## config.mk

```make
export PLATFORM = sky130hd
export DESIGN_NAME = uart_tx_serializer
export DESIGN_NICKNAME = d
export VERILOG_FILES = /design/src/rtl/uart_tx_serializer.sv
export SDC_FILE = /design/constraint.sdc
export NUM_CORES = 1
export LEC_CHECK = 0
export CORE_ASPECT_RATIO = 1.5
export CORE_MARGIN = 8
export CORE_UTILIZATION = 45
export DETAILED_ROUTE_END_ITERATION = 10
export GPL_ROUTABILITY_DRIVEN = 0
export GPL_TIMING_DRIVEN = 0
export PLACE_DENSITY = 0.66
export SETUP_SLACK_MARGIN = 0.2
export SYNTH_ARGS = -nofsm -noshare
export SYNTH_HDL_FRONTEND = slang
export SYNTH_SLANG_ARGS = --single-unit
export TNS_END_PERCENT = 30
```

## constraint.sdc

```tcl
create_clock -name clock -period 3.4 [get_ports clock]
set_clock_uncertainty 0.1 [all_clocks]
set_input_delay 0.51 -clock clock [delete_from_list [all_inputs] [get_ports clock]]
set_output_delay 0.51 -clock clock [all_outputs]
set_load 0.1 [all_outputs]
```

## src/rtl/uart_tx_serializer.sv

```systemverilog
// UART transmit serializer: pops bytes from the TX FIFO and frames them as start/8 data LSB-first/[parity]/1-2 stop bits.
// Latency: start bit appears on io_out the cycle after the accept edge; frame = (10 + nstop [+1 parity]) * (div+1) clocks.
// Backpressure: io_in_ready is high only while enabled and idle or in the last clock of the final stop bit; otherwise the FIFO holds.
//
// Ports:
//   clock, reset       system clock, asynchronous active-high reset
//   io_en              transmit enable; gates new accepts only, a frame in flight always completes
//   io_in_valid/ready  dequeue handshake with the TX FIFO; io_in_bits is the byte offered
//   io_div             bit period minus one, in clocks (sampled at accept)
//   io_nstop           0 = one stop bit, 1 = two stop bits (sampled at accept)
//   io_out             registered serial line, idles high
//   io_busy            frame in progress
//   io_parity_en/odd   parity insertion controls, present only when UART_TX_PARITY_EN is defined
module uart_tx_serializer #(
  parameter int DIV_W = 16
) (
  input  logic             clock,
  input  logic             reset,
  input  logic             io_en,
  input  logic             io_in_valid,
  output logic             io_in_ready,
  input  logic [7:0]       io_in_bits,
  input  logic [DIV_W-1:0] io_div,
  input  logic             io_nstop,
`ifdef UART_TX_PARITY_EN
  input  logic             io_parity_en,
  input  logic             io_parity_odd,
`endif
  output logic             io_out,
  output logic             io_busy
);

  localparam logic [DIV_W-1:0] PRESC_ONE = {{(DIV_W-1){1'b0}}, 1'b1};

`ifdef UART_TX_PARITY_EN
  typedef enum logic [2:0] {S_IDLE, S_START, S_DATA, S_PARITY, S_STOP} state_t;
`else
  typedef enum logic [1:0] {S_IDLE, S_START, S_DATA, S_STOP} state_t;
`endif

  state_t           state_q, state_d;
  logic [7:0]       shift_q, shift_d;
  logic [DIV_W-1:0] div_q, div_d;
  logic [DIV_W-1:0] presc_q, presc_d;
  logic             nstop_q, nstop_d;
  logic [2:0]       bit_cnt_q, bit_cnt_d;
  logic             stop_cnt_q, stop_cnt_d;
  logic             out_q, out_d;
  logic             busy_q, busy_d;
`ifdef UART_TX_PARITY_EN
  logic             par_en_q, par_en_d;
  logic             par_bit_q, par_bit_d;
`endif

  logic bit_end;
  logic last_stop;
  logic accept;

  // A bit ends on the clock where the prescaler has counted down to zero.
  assign bit_end   = (presc_q == '0);
  // stop_cnt runs 0..nstop, so the final stop bit is the one where they match.
  assign last_stop = (state_q == S_STOP) && bit_end && (stop_cnt_q == nstop_q);

  // Combinational so the FIFO pops on the same edge that loads the next frame.
  assign io_in_ready = io_en && ((state_q == S_IDLE) || last_stop);
  assign accept      = io_in_valid && io_in_ready;

  assign io_out  = out_q;
  assign io_busy = busy_q;

  always_comb begin
    state_d    = state_q;
    shift_d    = shift_q;
    div_d      = div_q;
    presc_d    = presc_q;
    nstop_d    = nstop_q;
    bit_cnt_d  = bit_cnt_q;
    stop_cnt_d = stop_cnt_q;
    out_d      = out_q;
    busy_d     = busy_q;
`ifdef UART_TX_PARITY_EN
    par_en_d   = par_en_q;
    par_bit_d  = par_bit_q;
`endif

    if (state_q != S_IDLE) begin
      presc_d = bit_end ? div_q : (presc_q - PRESC_ONE);
    end

    case (state_q)
      S_START: begin
        if (bit_end) begin
          state_d   = S_DATA;
          out_d     = shift_q[0];
          bit_cnt_d = 3'd0;
        end
      end
      S_DATA: begin
        if (bit_end) begin
          if (bit_cnt_q == 3'd7) begin
`ifdef UART_TX_PARITY_EN
            state_d = par_en_q ? S_PARITY : S_STOP;
            out_d   = par_en_q ? par_bit_q : 1'b1;
`else
            state_d = S_STOP;
            out_d   = 1'b1;
`endif
            stop_cnt_d = 1'b0;
          end else begin
            // Line shows the next LSB while the register shifts it into place.
            shift_d   = {1'b0, shift_q[7:1]};
            out_d     = shift_q[1];
            bit_cnt_d = bit_cnt_q + 3'd1;
          end
        end
      end
`ifdef UART_TX_PARITY_EN
      S_PARITY: begin
        if (bit_end) begin
          state_d    = S_STOP;
          out_d      = 1'b1;
          stop_cnt_d = 1'b0;
        end
      end
`endif
      S_STOP: begin
        if (bit_end) begin
          if (last_stop) begin
            state_d    = S_IDLE;
            busy_d     = 1'b0;
            out_d      = 1'b1;
            presc_d    = '0;
            stop_cnt_d = 1'b0;
          end else begin
            stop_cnt_d = 1'b1;
          end
        end
      end
      default: begin
      end
    endcase

    // Accept wins over the end-of-frame return to idle, giving contiguous frames.
    if (accept) begin
      state_d    = S_START;
      shift_d    = io_in_bits;
      div_d      = io_div;
      presc_d    = io_div;
      nstop_d    = io_nstop;
      bit_cnt_d  = 3'd0;
      stop_cnt_d = 1'b0;
      out_d      = 1'b0;
      busy_d     = 1'b1;
`ifdef UART_TX_PARITY_EN
      par_en_d   = io_parity_en;
      par_bit_d  = (^io_in_bits) ^ io_parity_odd;
`endif
    end
  end

  always_ff @(posedge clock or posedge reset) begin
    if (reset) begin
      state_q    <= S_IDLE;
      shift_q    <= '0;
      div_q      <= '0;
      presc_q    <= '0;
      nstop_q    <= 1'b0;
      bit_cnt_q  <= 3'd0;
      stop_cnt_q <= 1'b0;
      out_q      <= 1'b1;
      busy_q     <= 1'b0;
`ifdef UART_TX_PARITY_EN
      par_en_q   <= 1'b0;
      par_bit_q  <= 1'b0;
`endif
    end else begin
      state_q    <= state_d;
      shift_q    <= shift_d;
      div_q      <= div_d;
      presc_q    <= presc_d;
      nstop_q    <= nstop_d;
      bit_cnt_q  <= bit_cnt_d;
      stop_cnt_q <= stop_cnt_d;
      out_q      <= out_d;
      busy_q     <= busy_d;
`ifdef UART_TX_PARITY_EN
      par_en_q   <= par_en_d;
      par_bit_q  <= par_bit_d;
`endif
    end
  end

endmodule

```

# Yosys cells after proc, flatten, opt, wreduce, memory -nomap -nowiden
# Cells that the tools add are included.
totals:
  regBits: 49
  input_bits: 29
  output_inout_bits: 3
  word_cells: 83
op_classes:
  addsub: 2
  n_eq_ne: 12
  n_mux: 39
  n_reduce_logical: 21
op_table:
  columns: ["operator", "n"]
  rows:
  - ["two-way mux 16 bit", 6]
  - ["two-way mux 8 bit", 4]
  - ["!= test 3 bit, second input constant", 6]
  - ["logical NOT 16 bit", 1]
  - ["subtractor 16 x 1 -> 16 bit, second input constant", 1]
  - ["two-way mux 1 bit", 15]
  - ["two-way mux 2 bit", 6]
  - ["two-way mux 3 bit", 4]
  - ["nonzero test 2 bit", 5]
  - ["AND reduction 4 bit", 2]
  - ["one-hot mux 2 bit (3 select lines)", 1]
  - ["one-hot mux 3 bit (2 select lines)", 1]
  - ["AND reduction 3 bit", 2]
  - ["AND reduction 6 bit", 1]
  - ["nonzero test 3 bit", 2]
  - ["AND reduction 5 bit", 1]
  - ["== test 2 bit, second input constant", 2]
  - ["logical AND 1 bit", 4]
  - ["nonzero test 4 bit", 1]
  - ["adder 3 x 1 -> 3 bit, second input constant", 1]
  - ["== test 3 bit, second input constant", 1]
  - ["one-hot mux 1 bit (3 select lines)", 1]
  - ["== test 2 x 1 -> 1 bit, second input constant", 1]
  - ["logical NOT 2 bit", 1]
  - ["other kinds (4)", 4]

# Logic depth before layout (Yosys ltp)
# Gate-level depths: netlist (run 1).
depth:
  ltp_word: 8
  depth_mapped: 10
  mapped_depth_nobuf: 7

# Least setup slack after synthesis (run 1)
# OpenSTA, ideal clock, no wires.
synth_timing:
  kind: "register -> output"
  startpoint: "reg presc_q[12]"
  endpoint: "out io_in_ready"
  arrival_ns: 2.815
  required_time_ns: 2.790
  setup_slack_ns: -0.025
  path_stages_with_launch: 7
  n_path_buf: 1
  cell_sequence: "dfrtp_1 or4_4 or4_1 buf_6 o31a_1 nand2_1 and2_1"
synth_via:
  elab_chain_len: 5
synth_lines:
  columns: ["element", "line", "text"]
  rows:
  - ["from (decl)", "44", "logic [DIV_W-1:0] presc_q, presc_d;"]
  - ["from (signal assigned)", "180", "presc_q <= presc_d;"]
  - ["logical NOT 16 bit", "60", "assign bit_end = (presc_q == '0);"]
  - ["logical AND 1 bit (2 in series)", "62", "assign last_stop = (state_q == S_STOP) && bit_end && (stop_cnt_q == nstop_q);"]
  - ["logical OR 1 bit", "65", "assign io_in_ready = io_en && ((state_q == S_IDLE) || last_stop);"]
  - ["logical AND 1 bit", "65", null]
  - ["to (decl)", "21", "output logic io_in_ready,"]
# Every way passes these cells.

# Worst setup path after layout (run 1)
layout_timing:
  startpoint: "reg presc_q[6]"
  endpoint: "out io_in_ready"
# Same word-level chain as after synthesis.

==> summary.md, run 1 <==
| Metric | Value |
|---|---|
| DP HPWL | 5870 um |
| R2r worst-path depth | 6 |
| First-pass iteration count of the detailed router | 4 |
| Post-synthesis simple-gate area fraction | 22.0% |
| Buf+Inv Stages, Crit Path | 2 |
| Vias in the first global route | 2,831 |
| Filler cells | 592 |
| Slowest-stage cell, CP | or4_4 |
| Cell family with most CP delay | simple AND/OR/NAND/NOR gates |
| DR DRC count | 0 |
| Wire per inst | 18.1 um |
| Fin nets | 414 |
| Worst slack, placed | -0.802 ns |
| Multiplexer area fraction after synthesis | 2.42% |
| Worst path most repeated cell | or4_4 |
| HP Start | div_q[14]$_DFFE_PP0P_ |
| Ys flop type | dfrtp_1 |
| Distinct cell type count after synthesis | 62 |
| Post-route ant nets | 0 |
| Total global routing overflow | 0 |
| Count leader, synth | nand2_1 |
| Height of the die | 114 um |
| Post-route cell area | 0.00352 mm^2 |
| Rows | 36 |
| Number of synthesized flops with an enable pin | 0 |
| Placed cell areas | 0.00332 mm^2 |
| Synth area leader | dfrtp_1 |
| Largest family of logic cells by synthesized area | compound AO/OA/AOI/OAI gates |
| First-pass GRT wire length | 13,800 um |
| CP max stage delay | roughly 0.54 ns |
| Worst Setup End Kind | primary output |
| CTS tree | yes |
| CTS Root Cell | clkbuf_8 |
| CTS Buf Count | 5 |
| Max-Cap Viols | 0 |
| CP startpoint kind | flip-flop |
| Iter 0 DRT Violations | 116 |
| Final WS setup | 0.197 ns |
| Mean Syn Cell Area | 8.87 um^2 |
| Pleak | about 1.5 nW |
| Vias per cell | 5.93 |
| WP data required | 2.79 ns |
| Tcrit/Tclk final | 94.2% |
| Register area share after synthesis | 42.5% |
| IR drop worst, VDD | 0.499 mV |
| CTS H-tree lvls | 2 |
| PortBufs | 31 |
| Worst Max-Slew Pin Slew | 0.982 ns |
| Largest net degree at the start of global routing | 28 |
| Yosys top cell area share | 41.6% |
| Max Freq | 312 MHz |
| # IOs | 32 |
| Critical setup path kind | reg -> out |
| Initial antenna violation count | 0 |
| Crit Path Max Fanout | 2 |
| Reg2reg end | shift_q[0]$_DFFE_PP0P_ |
| Reg-to-reg slack, setup | 0.52 ns |
| Post-synth top cells | nand2_1, dfrtp_1, o21ai_0 |
| Synth Net Count | roughly 360 |
| XOR/XNOR Fraction of Synth Area | 0.606% |
| Synth Area in Compound Gates | a little under a quarter |
| Pwr dens | slightly above 800 mW/mm^2 |
| Reg-to-reg startpoint | presc_q[12]$_DFF_PP0_ |
| Post-synthesis instance total | 326 |
| Die W | between 80 and 90 um |
| Cell area after synthesis | 0.00289 mm^2 |
| Hold crit path type | reg -> reg |
| CP Depth | 7 |
| Final setup viols | 0 |
| Post-synthesis adder-cell area fraction | under 10% |
| RSZ-0062 raised after global routing | yes |
| Worst Path Arrival | 2.59 ns |
| DIE AREA | 0.00930 mm^2 |
| Status | complete, no violations |
| Yosys reg bits | 49 |
| Final hold violations | 0 |
| Critical path cell sequence | or4_4 > or4_4 > buf_8 > o31a_1 > nand2_2 > and2_4 > buf_12 |
| Initial core utilization | approximately 46% |
| Rel. slew slack | 34.3% |
| GR Util All Layers | roughly a fifth |
| Core area | about 0.0064 mm^2 |
| Clock-pin slew on the worst setup and hold paths | 0.09 ns |
| Hold endpoint | div_q[14]$_DFFE_PP0P_ |
| Top post-synthesis cells by area | dfrtp_1, nand2_1, ha_1, o21ai_0, a21oi_1 |
| Area Overhead vs Synth | 21.9% |
| Worst-Skew Late Latency | 0.31 ns |
| Synthesis warning total | 0 |
| Share of layout cells above drive strength 1 | ~12% |
| Tmin final | 3.20 ns |
| Clk sinks | 49 |
| WHS Path Cells | 2 |
| Maximum clock insertion buffer count | 2 |
| CTS Hold Bufs | 0 |
| Drt total wl | 8200 um |
| Antenna cells | 0 |
| Async S/R FF share, synth | 100% |
| Max-slew violation count | 0 |
| Vias | 2,688 |
[sequential cells by signal, summed over array words and instances (netlist names)]
signal      count
bit_cnt_q       3
div_q          16
io_busy         1
io_out          1
nstop_q         1
presc_q        16
shift_q         8
state_q         2
stop_cnt_q      1
[how the worst max path moves through the flow]
stage,from,to
after detailed placement,presc_q[12]$_DFF_PP0_,io_in_ready
final,presc_q[6]$_DFF_PP0_,io_in_ready
after global placement,presc_q[12]$_DFF_PP0_,io_in_ready
after floorplan,presc_q[12]$_DFF_PP0_,io_in_ready
after global routing,presc_q[6]$_DFF_PP0_,io_in_ready
after CTS,presc_q[6]$_DFF_PP0_,io_in_ready
[power by group]
group / switching (mW) / total, mW / internal (mW)
Combinational: 0.820 / 1.41 / 0.593
Clock: 0.196 / 0.363 / 0.166
Sequential: 0.215 / 1.08 / 0.863
[kinds of logic after synthesis]
| logic type | after synthesis |
|---|---|
| AOI/OAI and AO/OA | 92 |
| xor gates and xnor gates | 2 |
| adders and majority gates | 9 |
| buffers and inverters | 34 |
| DFF | 49 |
| muxes | 7 |
| and+or+nand+nor | 133 |
[layer usage]
layer	GRT usage, %	wire length [um]
met5	0	0
met2	32.8	4360
met1	21.5	3270
met3	3.30	364
met4	7.90	206
[final cells by class]
type	instances	area, um^2	area share (%)
Multi-Input combinational cell	243	1520	43.2
Sequential cell	49	1230	34.9
Timing Repair Buffer	43	423	12.0
Buffer	20	111	3.16
Tap cell	76	95.1	2.70
Clock buffer	8	90.1	2.56
Inverter	14	52.6	1.49
[layout by cell type (no fill, tap or decap), types with 3 or more instances in the layout]
cell type	n
a22oi_1	3
buf_4	12
o211ai_1	8
clkbuf_8	6
clkdlybuf4s50_1	30
inv_1	13
nor2_1	12
o31ai_1	5
or3_1	7
o41ai_1	5
o32ai_1	4
or4_4	5
dfrtp_1	47
a21oi_1	15
nand3_1	14
ha_1	9
nand2_1	69
o21ai_0	20
mux2i_1	7
clkbuf_1	13
buf_2	5
nor3_1	7
[metrics by stage]
step / total power [mW] / setup TNS, ns / hold slack [ns] / util [%] / cells
3_3_place_gp: 2.33 / -0.806 / 0.355 / 51.9 / 433
2_1_floorplan: 1.99 / 0 / 0.339 / - / 326
6_report: 2.85 / 0 / 0.373 / 55.5 / 453
4_1_cts: 2.84 / 0 / 0.379 / 55.3 / 452
3_5_place_dp: 2.36 / -0.802 / 0.357 / 52.2 / 434
5_1_grt: 3.08 / 0 / 0.405 / 55.5 / 453
[worst min-delay path, stage by stage (launching register included)]
cell and delay [ns]:
dfrtp_1 0.34, nand2_1 0.05, nand2_1 0.05
[timing repair]
| item | 4_1_cts | 5_1_grt |
|---|---|---|
| gates resized for setup | 16 | 0 |
| buffers inserted | 10 | 1 |
| cloned | 0 | 0 |
| endpoints found under the setup margin | 1 | 1 |
| pin swaps | 4 | 0 |
No activity file was read; power rests on OpenSTA's default activity.
==> run 2: changes to the inputs <==
--- a/config.mk
+++ b/config.mk
@@ -7,13 +7,12 @@
 export LEC_CHECK = 0
 export CORE_ASPECT_RATIO = 1.5
 export CORE_MARGIN = 8
-export CORE_UTILIZATION = 45
+export CORE_UTILIZATION = 55
 export DETAILED_ROUTE_END_ITERATION = 10
 export GPL_ROUTABILITY_DRIVEN = 0
 export GPL_TIMING_DRIVEN = 0
-export PLACE_DENSITY = 0.66
+export PLACE_DENSITY = 0.78
 export SETUP_SLACK_MARGIN = 0.2
 export SYNTH_ARGS = -nofsm -noshare
 export SYNTH_HDL_FRONTEND = slang
 export SYNTH_SLANG_ARGS = --single-unit
-export TNS_END_PERCENT = 30
==> summary.md, run 2 (same netlist as run 1, synthesis figures left out) <==
| Metric | Value |
|---|---|
| Worst Setup End Kind | primary output |
| Core area | 0.00512 mm^2 (-19%) |
| CTS Root Cell | clkbuf_8 |
| Max-slew violation count | 0 (unchanged) |
| Worst Max-Slew Pin Slew | 0.968 ns (-0.0137 ns) |
| Reg-to-reg slack, setup | 0.55 ns (+0.03 ns) |
| PortBufs | 31 (unchanged) |
| # IOs | 32 (unchanged) |
| Met3 wire length | 416 um (+14%) |
| Maximum clock insertion buffer count | 2 (unchanged) |
| IR drop worst, VDD | 0.650 mV (+30%) |
| Iter 0 DRT Violations | 217 (+87%) |
| Regs by FF count | div_q: 16 flops, presc_q: 16 flops, shift_q: 8 flops |
| CTS H-tree lvls | 2 (unchanged) |
| Sequential cell area | 0.00123 mm^2 (unchanged) |
| Vias in the first global route | 2,976 (+5.1%) |
| Tmin final | 3.22 ns (+0.0135 ns) |
| DP HPWL | 5780 um (-1.6%) |
| Clock-pin slew on the worst setup and hold paths | 0.10 ns (about the same) |
| Share of layout cells above drive strength 1 | 12.1% (-0.40 points) |
| Area Overhead vs Synth | 21.3% |
| Pwr dens | 828 mW/mm^2 (+2.2%) |
| Critical setup path kind | reg -> out |
| Power, Total | 2.90 mW (+1.8%) |
| Wire per inst | 18.5 um (+2.2%) |
| Tcrit/Tclk final | 94.6% (+0.40 points) |
| Worst Path Arrival | 2.61 ns (+0.02 ns) |
| Post-route cell area | 0.00351 mm^2 (-0.43%) |
| DIE AREA | 0.00788 mm^2 (-15%) |
| Drt total wl | 8160 um (-0.48%) |
| Setup TNS | 0 ns (unchanged) |
| First-pass GRT wire length | 13,800 um (-0.45%) |
| DR DRC count | 0 (unchanged) |
| First-pass iteration count of the detailed router | 5 (+1) |
| CP startpoint kind | flip-flop |
| CTS tree | yes |
| Area taken by multi-input logic gates | 0.00152 mm^2 (unchanged) |
| GR Util All Layers | 22.3% (+3.5 points) |
| Final Util | 68.4% (+13 points) |
| Max Freq | 311 MHz (-0.42%) |
| Most common cell after layout, fill and taps aside | nand2_1 |
| Vias | 2,765 (+2.9%) |
| Met1 wire length | 3160 um (-3.3%) |
| Hold_ws | 0.382 ns (+0.00892 ns) |
| Rows | 32 (-11%) |
| Final WS setup | 0.184 ns (-0.0135 ns) |
| Hold crit path type | reg -> reg |
| Detail Route met2 WL | 4210 um (-3.3%) |
| Initial antenna violation count | 0 (unchanged) |
| Clk sinks | 49 (unchanged) |
| Filler cells | 454 (-23%) |
| Height of the die | 105 um (-8.2%) |
| Total global routing overflow | 0 (unchanged) |
| Post-Layout Cell Count | 441 (-2.6%) |
| Rel. slew slack | 35.2% (+0.91 points) |
| CTS Buf Count | 5 (unchanged) |
| Final hold violations | 0 (unchanged) |
| Highest Signal Layer | met4 |
| CTS Hold Bufs | 0 (unchanged) |
| Pleak | 1.50 nW (-0.66%) |
| Final setup viols | 0 (unchanged) |
| Crit Path Max Fanout | 3 (+1) |
| WP data required | 2.79 ns (about the same) |
| Die W | 75.2 um (-7.7%) |
| Initial core utilization | 56.4% (+11 points) |
| Cells after DPL | 426 (-1.8%) |
| Placed cell areas | 0.00331 mm^2 (-0.30%) |
| Worst slack, placed | -0.769 ns (+0.0335 ns) |
| Post-route ant nets | 0 (unchanged) |
| Fin nets | 410 (-0.97%) |
| Most frequent cells in the layout | nand2_1, dfrtp_1, clkdlybuf4s50_1 |
| Largest net degree at the start of global routing | 30 (+7.1%) |
| Worst-Skew Late Latency | 0.31 ns (about the same) |
| Antenna cells | 0 (unchanged) |
| Max-Cap Viols | 0 (unchanged) |
| RSZ-0062 raised after global routing | yes |
| Vias per cell | 6.27 (+5.7%) |
| Status | complete, no violations |
[run 2: cell count changes in the layout (fill, tap and decap cells not counted), sizes merged]
cell / previous run / this run
clkbuf: 19 / 16
clkinv: 0 / 1
bufinv: 0 / 1
clkinvlp: 0 / 1
buf: 22 / 18
[run 2: timing repair]
action / in CTS / in global routing
pin swaps: 1 / 1
endpoints found under the setup margin: 1 / 1
cloned: 0 / 0
setup buffers: 6 / 1
gates resized for setup: 15 / 1
[run 2: where the power goes]
part / switching, mW / internal [mW]
combinational: 0.813 / 0.564
sequential: 0.232 / 0.863
clock: 0.212 / 0.220
total: 1.26 / 1.65
[run 2: layer usage]
metal	up-vias	GRT usage (%)
li1	1280	-
met1	1342	24.0
met2	106	38.1
met3	37	4.98
met4	0	12.6
met5	-	0
[run 2: area by class of cell]
| cell class | instances | share of cell area [%] |
|---|---|---|
| Tap cell | 68 | 2.43 |
| Clock buffer | 5 | 1.96 |
| Buffer | 20 | 3.18 |
| Clock inverter | 3 | 1.32 |
| Inverter | 14 | 1.50 |
| Sequential cell | 49 | 35.0 |
| Timing Repair Buffer | 39 | 11.2 |
| Multi-Input combinational cell | 243 | 43.4 |
[run 2: worst max-delay path, stage by stage (launching register included)]
cell and delay, ns:
dfrtp_1 0.39, or4_4 0.55, or4_4 0.50, buf_8 0.13, o31a_1 0.27, nand2_2 0.11
and2_4 0.16, buf_12 0.16
[run 2: worst paths after layout]
| kind | startpoint | endpoint | cells past startpoint |
|---|---|---|---|
| setup / recovery | presc_q[12]$_DFF_PP0_ | io_in_ready | 7 |
| setup reg to reg | presc_q[12]$_DFF_PP0_ | presc_q[8]$_DFF_PP0_ | 6 |
| hold / removal | div_q[4]$_DFFE_PP0P_ | div_q[4]$_DFFE_PP0P_ | 2 |
| min in group asynchronous | reset | shift_q[7]$_DFFE_PP0P_ | 2 |
| max in group asynchronous | reset | io_out$_DFFE_PP1P_ | 3 |
| hold reg to reg | div_q[4]$_DFFE_PP0P_ | div_q[4]$_DFFE_PP0P_ | 2 |
==> run 3: changes to the inputs <==
==> constraint.sdc (replaced) <==
create_clock -name clock -period 3.15 [get_ports clock]
set_clock_uncertainty 0.1 [all_clocks]
set_input_delay 0.4725 -clock clock [delete_from_list [all_inputs] [get_ports clock]]
set_output_delay 0.4725 -clock clock [all_outputs]
set_load 0.1 [all_outputs]
==> summary.md, run 3 (same netlist as run 1, synthesis figures left out) <==
| Metric | Value |
|---|---|
| Part of the power in registers | 38.1% (+0.4 points) |
| Antenna cells | 0 (unchanged) |
| Cell family with most CP delay | simple AND/OR/NAND/NOR gates |
| Worst Max-Slew Pin Slew | 0.972 ns (+0.00306 ns) |
| Initial core utilization | 56.4% (unchanged) |
| # IOs | 32 (unchanged) |
| Pwr dens | 878 mW/mm^2 (+6.1%) |
| Worst Setup End Kind | primary output |
| Worst-Skew Late Latency | 0.31 ns (about the same) |
| Hold crit path type | in -> async |
| CTS Root Cell | clkbuf_8 |
| Tmin final | approximately 3.2 ns |
| Crit Path Max Fanout | 8 (+5) |
| Most common cell after layout, fill and taps aside | nand2_1 |
| CP startpoint kind | flip-flop |
| CP Depth | 7 (unchanged) |
| Regs by FF count | div_q: 16 flops, presc_q: 16 flops, shift_q: 8 flops |
| CTS Buf Count | 5 (unchanged) |
| Status | complete, but fails checks |
| Power, Total | 3.07 mW (+5.6%) |
| Clock-pin slew on the worst setup and hold paths | 0.10 ns (about the same) |
| Final WS setup | -0.0235 ns (-0.207 ns) |
| Filler cells | 451 (-0.66%) |
| IR drop worst, VDD | 0.701 mV (+7.8%) |
| Area Overhead vs Synth | 20.8% |
| Net Sw Power | 1.35 mW (+7.8%) |
| Setup TNS | -0.0235 ns (-0.0235 ns) |
| R2r worst-path depth | 6 (unchanged) |
| GR Util All Layers | 21.8% (-0.49 points) |
| Most frequent cells in the layout | nand2_1, dfrtp_1, clkdlybuf4s50_1 |
| Die W | 75.2 um (unchanged) |
| RSZ-0062 raised after global routing | yes |
| DP HPWL | 5800 um (+0.47%) |
| Critical path cell sequence | or4_4 > or4_4 > buf_6 > o31a_1 > nand2_2 > and2_4 > buf_12 |
| Drt total wl | 8120 um (-0.44%) |
| Clk sinks | 49 (unchanged) |
| Maximum clock insertion buffer count | 2 (unchanged) |
| CP max stage delay | 0.53 ns (-0.02 ns) |
| Rows | 32 (unchanged) |
| Final Util | 68.1% (-0.32 points) |
| Max Freq | 315 MHz |
| Max-slew violation count | 0 (unchanged) |
| Final hold violations | 0 (unchanged) |
| Max-Cap Viols | 0 (unchanged) |
| WP data required | 2.58 ns (-0.21 ns) |
| Vias | 2,717 (-1.7%) |
| Clk network pwr share | 12.7% (-2.2 points) |
| Internal power | 1.71 mW (+3.9%) |
| Core area | 0.00512 mm^2 (unchanged) |
| Worst path most repeated cell | or4_4 |
| Critical setup path kind | reg -> out |
| Vias per cell | 6.15 (-2.0%) |
| Total global routing overflow | 0 (unchanged) |
| Wire per inst | 18.4 um (-0.67%) |
| Share of layout cells above drive strength 1 | 12.6% (+0.50 points) |
| Vias in the first global route | 2,797 (-6.0%) |
| Failing checks | negative setup slack |
| Fin nets | 411 (+0.24%) |
| Area taken by multi-input logic gates | 0.00153 mm^2 (+0.33%) |
| PortBufs | 31 (unchanged) |
| Slowest-stage cell, CP | or4_4 |
| Combinational Power Share | 49.2% (+1.8 points) |
| Post-route ant nets | 0 (unchanged) |
| Pleak | 1.49 nW (-0.35%) |
| DIE AREA | 0.00788 mm^2 (unchanged) |
| Initial antenna violation count | 0 (unchanged) |
| Worst Path Arrival | 2.60 ns (about the same) |
| Final setup viols | 1 (+1) |
| Tcrit/Tclk final | 101% |
| Switching part of the total power | 44.2% (+0.89 points) |
| Buf+Inv Stages, Crit Path | 2 (unchanged) |
| Iter 0 DRT Violations | 169 (-22%) |
| Height of the die | 105 um (unchanged) |
| Largest net degree at the start of global routing | 33 (+10%) |
| First-pass iteration count of the detailed router | 5 (unchanged) |
| Rel. slew slack | 35.0% (-0.20 points) |
| CTS H-tree lvls | 2 (unchanged) |
| DR DRC count | 0 (unchanged) |
| CTS tree | yes |
| Sequential cell area | 0.00123 mm^2 (unchanged) |
| First-pass GRT wire length | 13,600 um (-1.5%) |
-- run 3: cell type report --
cell class | count | area share, %
multi-input cells | 243 | 43.7
flip-flops and latches | 49 | 35.2
repair buffers | 40 | 11.5
plain buffers | 20 | 3.08
well taps | 68 | 2.44
clock buffers | 5 | 1.97
inverters | 14 | 1.51
clock inverters | 3 | 0.609
-- run 3: routing by layer --
| layer | global-route usage, % | vias to the layer above | wire, um |
|---|---|---|---|
| li1 | - | 1281 | - |
| met1 | 25.5 | 1295 | 3190 |
| met2 | 36.7 | 114 | 4300 |
| met3 | 3.16 | 27 | 376 |
| met4 | 11.3 | 0 | 263 |
| met5 | 0 | - | 0 |
-- run 3: metrics by stage --
stage / hold slack [ns] / setup WS, ns / area (um^2) / std cells
2_1_floorplan: 0.339 / 0.224 / 2890 / 326
3_5_place_dp: 0.361 / -0.944 / 3310 / 426
3_3_place_gp: 0.352 / -0.896 / 3290 / 425
4_1_cts: 0.363 / -0.00760 / 3480 / 441
5_1_grt: 0.411 / -0.0735 / 3490 / 442
6_report: 0.357 / -0.0235 / 3490 / 442
-- run 3: power by group through the flow --
stage	Sequential, mW	Combinational, mW	Clock [mW]
global placement	1.17	1.33	0
floorplan	1.15	1.00	0
finish	1.17	1.51	0.390
global route	1.20	1.67	0.411
CTS	1.16	1.48	0.395
detailed placement	1.18	1.36	0
-- run 3: final timing paths --
| path | slack (ns) | endpoint | start |
|---|---|---|---|
| max | -0.02 | io_in_ready | presc_q[13]$_DFF_PP0_ |
| min in group clock | 0.38 | div_q[14]$_DFFE_PP0P_ | div_q[14]$_DFFE_PP0P_ |
| max reg2reg | 0.31 | presc_q[11]$_DFF_PP0_ | presc_q[13]$_DFF_PP0_ |
| min | 0.36 | presc_q[13]$_DFF_PP0_ | reset |
| min reg2reg | 0.38 | div_q[14]$_DFFE_PP0P_ | div_q[14]$_DFFE_PP0P_ |
| max in group asynchronous | 2.01 | io_out$_DFFE_PP1P_ | reset |
-- run 3: timing repair --
item,CTS,global route
hold buffers,0,0
gates resized for setup,13,2
setup endpoints to repair,1,9
pin swaps,1,0
hold endpoints to repair,0,0
buffers inserted,7,1
